<file path="src/rtl/seq_divider.sv">
// seq_divider: sequential restoring divider, 2N-bit dividend by N-bit divisor.
// Ports: clk, rst_n (async, active-low), start, dividend[2N-1:0], divisor[N-1:0]
//        -> busy, done (1-cycle pulse), quotient, remainder, div_by_zero, overflow.
module seq_divider #(
    parameter int N = 10
) (
    input  logic             clk,
    input  logic             rst_n,
    input  logic             start,
    input  logic [2*N-1:0]   dividend,
    input  logic [N-1:0]     divisor,
    output logic             busy,
    output logic             done,
    output logic [N-1:0]     quotient,
    output logic [N-1:0]     remainder,
    output logic             div_by_zero,
    output logic             overflow
);

    localparam int CW = $clog2(N + 1);

    localparam logic [1:0] S_IDLE = 2'd0;
    localparam logic [1:0] S_CALC = 2'd1;
    localparam logic [1:0] S_DONE = 2'd2;

    logic [1:0]    state;
    logic [N-1:0]  dvs_q;
    logic [N-1:0]  rem_q;
    // Low dividend bits shift out of the top while quotient bits
    // shift in at the bottom.
    logic [N-1:0]  quo_q;
    logic [CW-1:0] cnt_q;

    logic [N:0]    trial;
    logic [N-1:0]  diff;
    logic          ge;
    logic [N-1:0]  rem_next;
    logic [N-1:0]  quo_next;
    logic [N-1:0]  hi;
    logic          last;

    assign hi = dividend[2*N-1:N];

    // The partial remainder is always < divisor, so the shifted value
    // needs N+1 bits; when it is >= divisor the difference fits in N.
    assign trial    = {rem_q, quo_q[N-1]};
    assign ge       = (trial >= {1'b0, dvs_q});
    assign diff     = trial[N-1:0] - dvs_q;
    assign rem_next = ge ? diff : trial[N-1:0];
    assign quo_next = {quo_q[N-2:0], ge};
    assign last     = (cnt_q == CW'(N - 1));

    assign busy = (state != S_IDLE);
    assign done = (state == S_DONE);

    always_ff @(posedge clk or negedge rst_n) begin
        if (!rst_n) begin
            state       <= S_IDLE;
            dvs_q       <= '0;
            rem_q       <= '0;
            quo_q       <= '0;
            cnt_q       <= '0;
            quotient    <= '0;
            remainder   <= '0;
            div_by_zero <= 1'b0;
            overflow    <= 1'b0;
        end else begin
            case (state)
                S_IDLE: begin
                    if (start) begin
                        dvs_q <= divisor;
                        cnt_q <= '0;
                        if (divisor == '0) begin
                            state       <= S_DONE;
                            quotient    <= '1;
                            remainder   <= dividend[N-1:0];
                            div_by_zero <= 1'b1;
                            overflow    <= 1'b0;
                        end else if (hi >= divisor) begin
                            // Quotient would need more than N bits.
                            state       <= S_DONE;
                            quotient    <= '1;
                            remainder   <= '0;
                            div_by_zero <= 1'b0;
                            overflow    <= 1'b1;
                        end else begin
                            state <= S_CALC;
                            rem_q <= hi;
                            quo_q <= dividend[N-1:0];
                        end
                    end
                end
                S_CALC: begin
                    rem_q <= rem_next;
                    quo_q <= quo_next;
                    cnt_q <= cnt_q + CW'(1);
                    if (last) begin
                        state       <= S_DONE;
                        quotient    <= quo_next;
                        remainder   <= rem_next;
                        div_by_zero <= 1'b0;
                        overflow    <= 1'b0;
                    end
                end
                S_DONE: begin
                    state <= S_IDLE;
                end
                default: begin
                    state <= S_IDLE;
                end
            endcase
        end
    end

endmodule

</file>
<file path="config.mk">
export PLATFORM = sky130hd
export DESIGN_NAME = seq_divider
export DESIGN_NICKNAME = d
export VERILOG_FILES = /design/src/rtl/seq_divider.sv
export SDC_FILE = /design/constraint.sdc
export NUM_CORES = 1
export LEC_CHECK = 0
export ABC_CLOCK_PERIOD_IN_PS = 2530
export BUFFER_PORTS_ARGS = -buffer_cell sky130_fd_sc_hd__buf_2
export CAP_MARGIN = 20
export CORE_UTILIZATION = 30
export DETAILED_ROUTE_END_ITERATION = 8
export PLACE_DENSITY = 0.45
export SYNTH_ARGS = -nofsm -noshare
export SYNTH_HDL_FRONTEND = slang
export SYNTH_SLANG_ARGS = --single-unit
</file>
<file path="constraint.sdc">
create_clock -name clk -period 2.53 [get_ports clk]
set_input_delay 0.253 -clock clk [delete_from_list [all_inputs] [get_ports clk]]
set_output_delay 0.253 -clock clk [all_outputs]
set_load 0.05 [all_outputs]
</file>
### After elaboration in Yosys (flattened, before gate mapping)

Index checks and enable logic that the tools add are counted.

* register bits after elaboration: 58

* magnitude comparators: 2
* equal/unequal tests: 8
* reduce and logical (&&, ||, !) cells: 9
* muxes and demuxes: 35
* add/subtract/negate cells: 2

Operators by type and width (count)
* two-way mux 10 bit: 15
* one-hot mux 10 bit (2 select lines): 4
* >= comparator 11 x 10 -> 1 bit: 1
* >= comparator 10 bit: 1
* zero test 10 bit: 1
* subtractor 10 bit: 1
* two-way mux 2 bit: 4
* != test 2 bit (second input constant): 4
* one-hot mux 4 bit (2 select lines): 1
* AND reduction 4 bit: 2
* two-way mux 1 bit: 7
* AND reduction 2 bit: 3
* adder 4 x 1 -> 4 bit (second input constant): 1
* == test 4 bit (second input constant): 1
* two-way mux 4 bit: 1
* one-hot mux 1 bit (2 select lines): 2
* one-hot mux 2 bit (2 select lines): 1
* nonzero test 2 bit: 2
* != test 3 bit (second input constant): 1
* == test 2 x 1 -> 1 bit (second input constant): 1
* == test 2 bit (second input constant): 1
* zero test 2 bit: 1

### Longest topological paths before layout

* depth after elaboration: 5
* gate-level depth with buffers: 10
* depth with buffers taken out: 10

### Worst setup path before layout

OpenSTA, ideal clock, no wires.

* path type: register to register
* start: register rem_q[3]
* end: register rem_q[8]
* stages on the path, launching flop included: 8
* setup time: 125 ps
* period minus slack after synthesis: 2126 ps
* data required time: 2405 ps
* data arrival time: 2001 ps
* setup slack: 404 ps
* buffers on the path: 0
* cell sequence: dfrtp_1 > ha_1 > a21o_1 > or2_1 > o21ai_2 > nand2_2 > a31o_1 > mux2_2

* word-level cells in the longest chain between the ends: 3

Ends and longest elaborated chain
* from (decl): line 28 `logic [N-1:0] rem_q;`
* from (signal assigned): line 88 `rem_q <= hi;`
* from (signal assigned): line 94 `rem_q <= rem_next;`
* subtractor 10 bit or >= comparator 11 x 10 -> 1 bit (tied branches): line 48, 47
* two-way mux 10 bit *: line 49 `assign rem_next = ge ? diff : trial[N-1:0];`
* one-hot mux 10 bit (2 select lines) *: line 68 `case (state)`

Mark *: on every way between the ends. The rest lies on a longest branch, timed or not.
A chain may end at the register's enable or synchronous reset.

### Worst setup path after layout

* start: register rem_q[7]
* end: register rem_q[6]

* word-level cells in the longest chain between the ends: 3

Ends and longest elaborated chain
* >= comparator 11 x 10 -> 1 bit: line 47 `assign ge = (trial >= {1'b0, dvs_q});`
* two-way mux 10 bit: line 49
* one-hot mux 10 bit (2 select lines): line 68

No other way between the ends.

==> run summary <==
### CTS
- **maximum buffer depth of the clock tree** 2
- **setup bufs post-CTS** 0
- **number of levels the H-tree was split into** 3
- **TritonCTS buffer count** 9
- **CTS tree** yes
- **insertion delay to the later sink of the worst-skew pair** 0.33 ns
- **cell at the root of the clock tree** clkbuf_16
- **Clock transition at path regs** 0.05 ns
- **clock tree sinks** 58
- **hold buffer count at CTS** 0

### Setup path
- **crit-path most repeated cell** buf_4
- **worst-case register-to-register setup slack** 0.07 ns
- **arrival time reported for the critical path endpoint** 2.67 ns
- **Critical Path Stages** 9
- **number of buffer and inverter instances along the worst setup path** 2
- **reg2reg path depth** 9
- **endpoint required time on the critical path** 2.74 ns
- **crit path cell chain** ha_1 -> a21o_1 -> a21boi_2 -> o31a_1 -> buf_4 -> a21oi_1 -> o21ai_1 -> buf_4 -> a31oi_1
- **Crit-path slowest cell** dfrtp_1
- **critical setup path kind** reg -> reg
- **CP Capture Type** flop
- **delay of the slowest cell on the worst path** 0.40 ns
- **Setup crit start kind** flop
- **category of cells accounting for the largest share of critical-path delay** compound AO/OA/AOI/OAI gates
- **Critical Path Fanout Max** 5

### Yosys
- **post-synthesis register bit count** 58
- **ranking of synthesized cells by area** dfrtp_1, ha_1, nand2_1
- **share of the synthesized area in the top cell type** 40.4%
- **total nets after synthesis** 469
- **library cells used by synthesis** 62
- **most used flip-flop cell after synthesis** dfrtp_1
- **mean instance size in the synthesized netlist** 8.70 um2
- **cell count after synthesis** 413
- **fraction of registers with async set or reset after synthesis** 100%
- **cell area after synthesis** 3590 um2
- **Warnings, synthesis** 0
- **fraction of the yosys area taken by sequential cells** 40.4%
- **number of enable flip-flop cells after synthesis** 0
- **cell taking the most area after synthesis** dfrtp_1

### Cells and area
- **utilization after layout** 38.2%
- **Ant. Diodes** 0
- **most used cells in the layout excluding fill and tap cells** nand2_1, dfrtp_1, buf_2
- **share of layout cells above drive strength 1** 23.3%
- **Layout Cell Area excl Fill** 4420 um2
- **Layout Cells excl Fill** 629
- **leading cell type in the layout, fill and taps excluded** nand2_1
- **synthesis-to-finish area growth** 22.9%
- **net total in the final layout** 537

### Pwr
- **largest voltage drop on the vdd net** 0.000806 V
- **cell area power density** 1710 nW/um2
- **final total power** 7.54 mW
- **Leak Pwr** 2.08 nW

### Route
- **final antenna-violating net count** 0
- **WL/cell** 17.5 um
- **final routed wirelength across all metal layers** 11,000 um
- **per-cell via count in the routed design** 5.22
- **Pre-antenna DRT Iters** 7
- **number of design rule violations left after detail routing** 6
- **total via count in the routed design** 3,284
- **starting DRC count in detailed routing** 236

### GRT
- **vias in the first global route** 3,313
- **global-route wire length before repair** 18,000 um
- **grt total ovfl** 0
- **antenna violations before repair** 0
- **largest net degree at the start of global routing** 32
- **total global routing track utilization** 18.9%

### Hold path
- **class of the most critical hold timing path** in -> async

### Floorplanning
- **floorplan die height** 111 um
- **num ports** 57
- **Floorplan Core Area** 11,600 um2
- **effective utilization at floorplan** 31.1%
- **area of the die** 12,400 um2
- **width of the chip** 111 um
- **num rows** 39

### Timing
- **final worst-path setup slack** 0.0739 ns
- **Hold Slack** -0.0146 ns
- **worst-margin pin slew** 0.722 ns
- **Sum Neg Setup Slack** 0 ns
- **Slew Limit Headroom** 51.9%
- **RSZ-0062 raised after global routing** no
- **Max Clock Skew** 0.00899 ns
- **ratio of final minimum period to clock period** 97.1%
- **final-report max-slew violation count** 0
- **endpoints failing setup** 0
- **number of hold violations in the final report** 27
- **top achievable clock speed** 0.407 GHz
- **final critical path time including I/O delays and setup** 2.46 ns

### Place
- **cell count after placement** 613
- **worst slack after detailed placement** -0.0376 ns
- **Area after DPL** 4120 um2
- **detailed placer's ending HPWL** 8430 um
- **Port Buffer Count** 56
- **Placer Congestion** 0.836

### Run status
- **violated checks** design-rule violations, negative hold slack
- **status** finished with violations

### Run
- **number of maximum-capacitance constraint violations** 0

per-layer routing:
| metal | part of all wire, % | track usage, % | wire length, um |
|---|---|---|---|
| met5 | 0 | 0 | 0 |
| met4 | 1.4 | 6.22 | 149 |
| met3 | 3.8 | 3.97 | 422 |
| met2 | 47 | 30.9 | 5200 |
| met1 | 48 | 24.8 | 5260 |
final timing paths:
path	start	to
worst max-delay path	rem_q[7]$_DFFE_PN0P_	rem_q[6]$_DFFE_PN0P_
worst min-delay path	rst_n	dvs_q[1]$_DFFE_PN0P_
worst max register to register	rem_q[7]$_DFFE_PN0P_	rem_q[6]$_DFFE_PN0P_
worst min register to register	quotient[9]$_DFFE_PN0P_	quotient[9]$_DFFE_PN0P_
max in group asynchronous	rst_n	quo_q[7]$_DFFE_PN0P_
min in group clk	divisor[4]	dvs_q[4]$_DFFE_PN0P_
flip-flops by register name, indices dropped and copies added, names as in the netlist:
signal and cells:
dvs_q 10, quotient 10, state 2, remainder 10
div_by_zero 1, overflow 1, quo_q 10, cnt_q 4
rem_q 10
cells by family after synthesis:
logic type	after synthesis	share of synthesized area, %
buffers and inverters	49	5.92
multiplexers	3	0.940
AND/OR/NAND/NOR	151	19.2
AO/OA/AOI/OAI	124	24.1
flip-flops	58	40.4
adder cells (fa/ha/maj)	23	8.22
XOR/XNOR	5	1.22
area by class of cell:
cell class | count | area, um2
flip-flops and latches | 58 | 1450
clock inverters | 5 | 53.8
multi-input cells | 306 | 1930
well taps | 143 | 179
repair buffers | 76 | 443
fillers | 1174 | 7150
inverters | 30 | 113
clock buffers | 11 | 243
synthesized netlist by cell type, types with 4 or more instances:
master,instances
nor3_1,5
a2bb2oi_1,6
a21o_1,7
nand2b_1,5
o21ai_0,33
nand4_1,4
inv_1,28
clkbuf_1,8
a21oi_1,15
nand3_1,13
ha_1,22
dfrtp_1,58
o21ai_1,6
nor2_1,41
nand2_1,62
buf_2,4
a31oi_1,19
what timing repair did:
| item | CTS | global route |
|---|---|---|
| cloned | 0 | 0 |
| resized for setup | 1 | 1 |
| endpoints found under the hold margin | 0 | 0 |
| endpoints found under the setup margin | 2 | 2 |
power breakdown:
group | switching [mW] | total, mW | leakage [nW] | internal, mW
sequential | 0.313 | 1.71 | 0.689 | 1.40
combinational | 2.97 | 4.61 | 1.24 | 1.64
clock | 0.435 | 1.22 | 0.149 | 0.785
total | 3.72 | 7.54 | 2.08 | 3.82
Note: power is estimated with default switching activity, not from simulation.
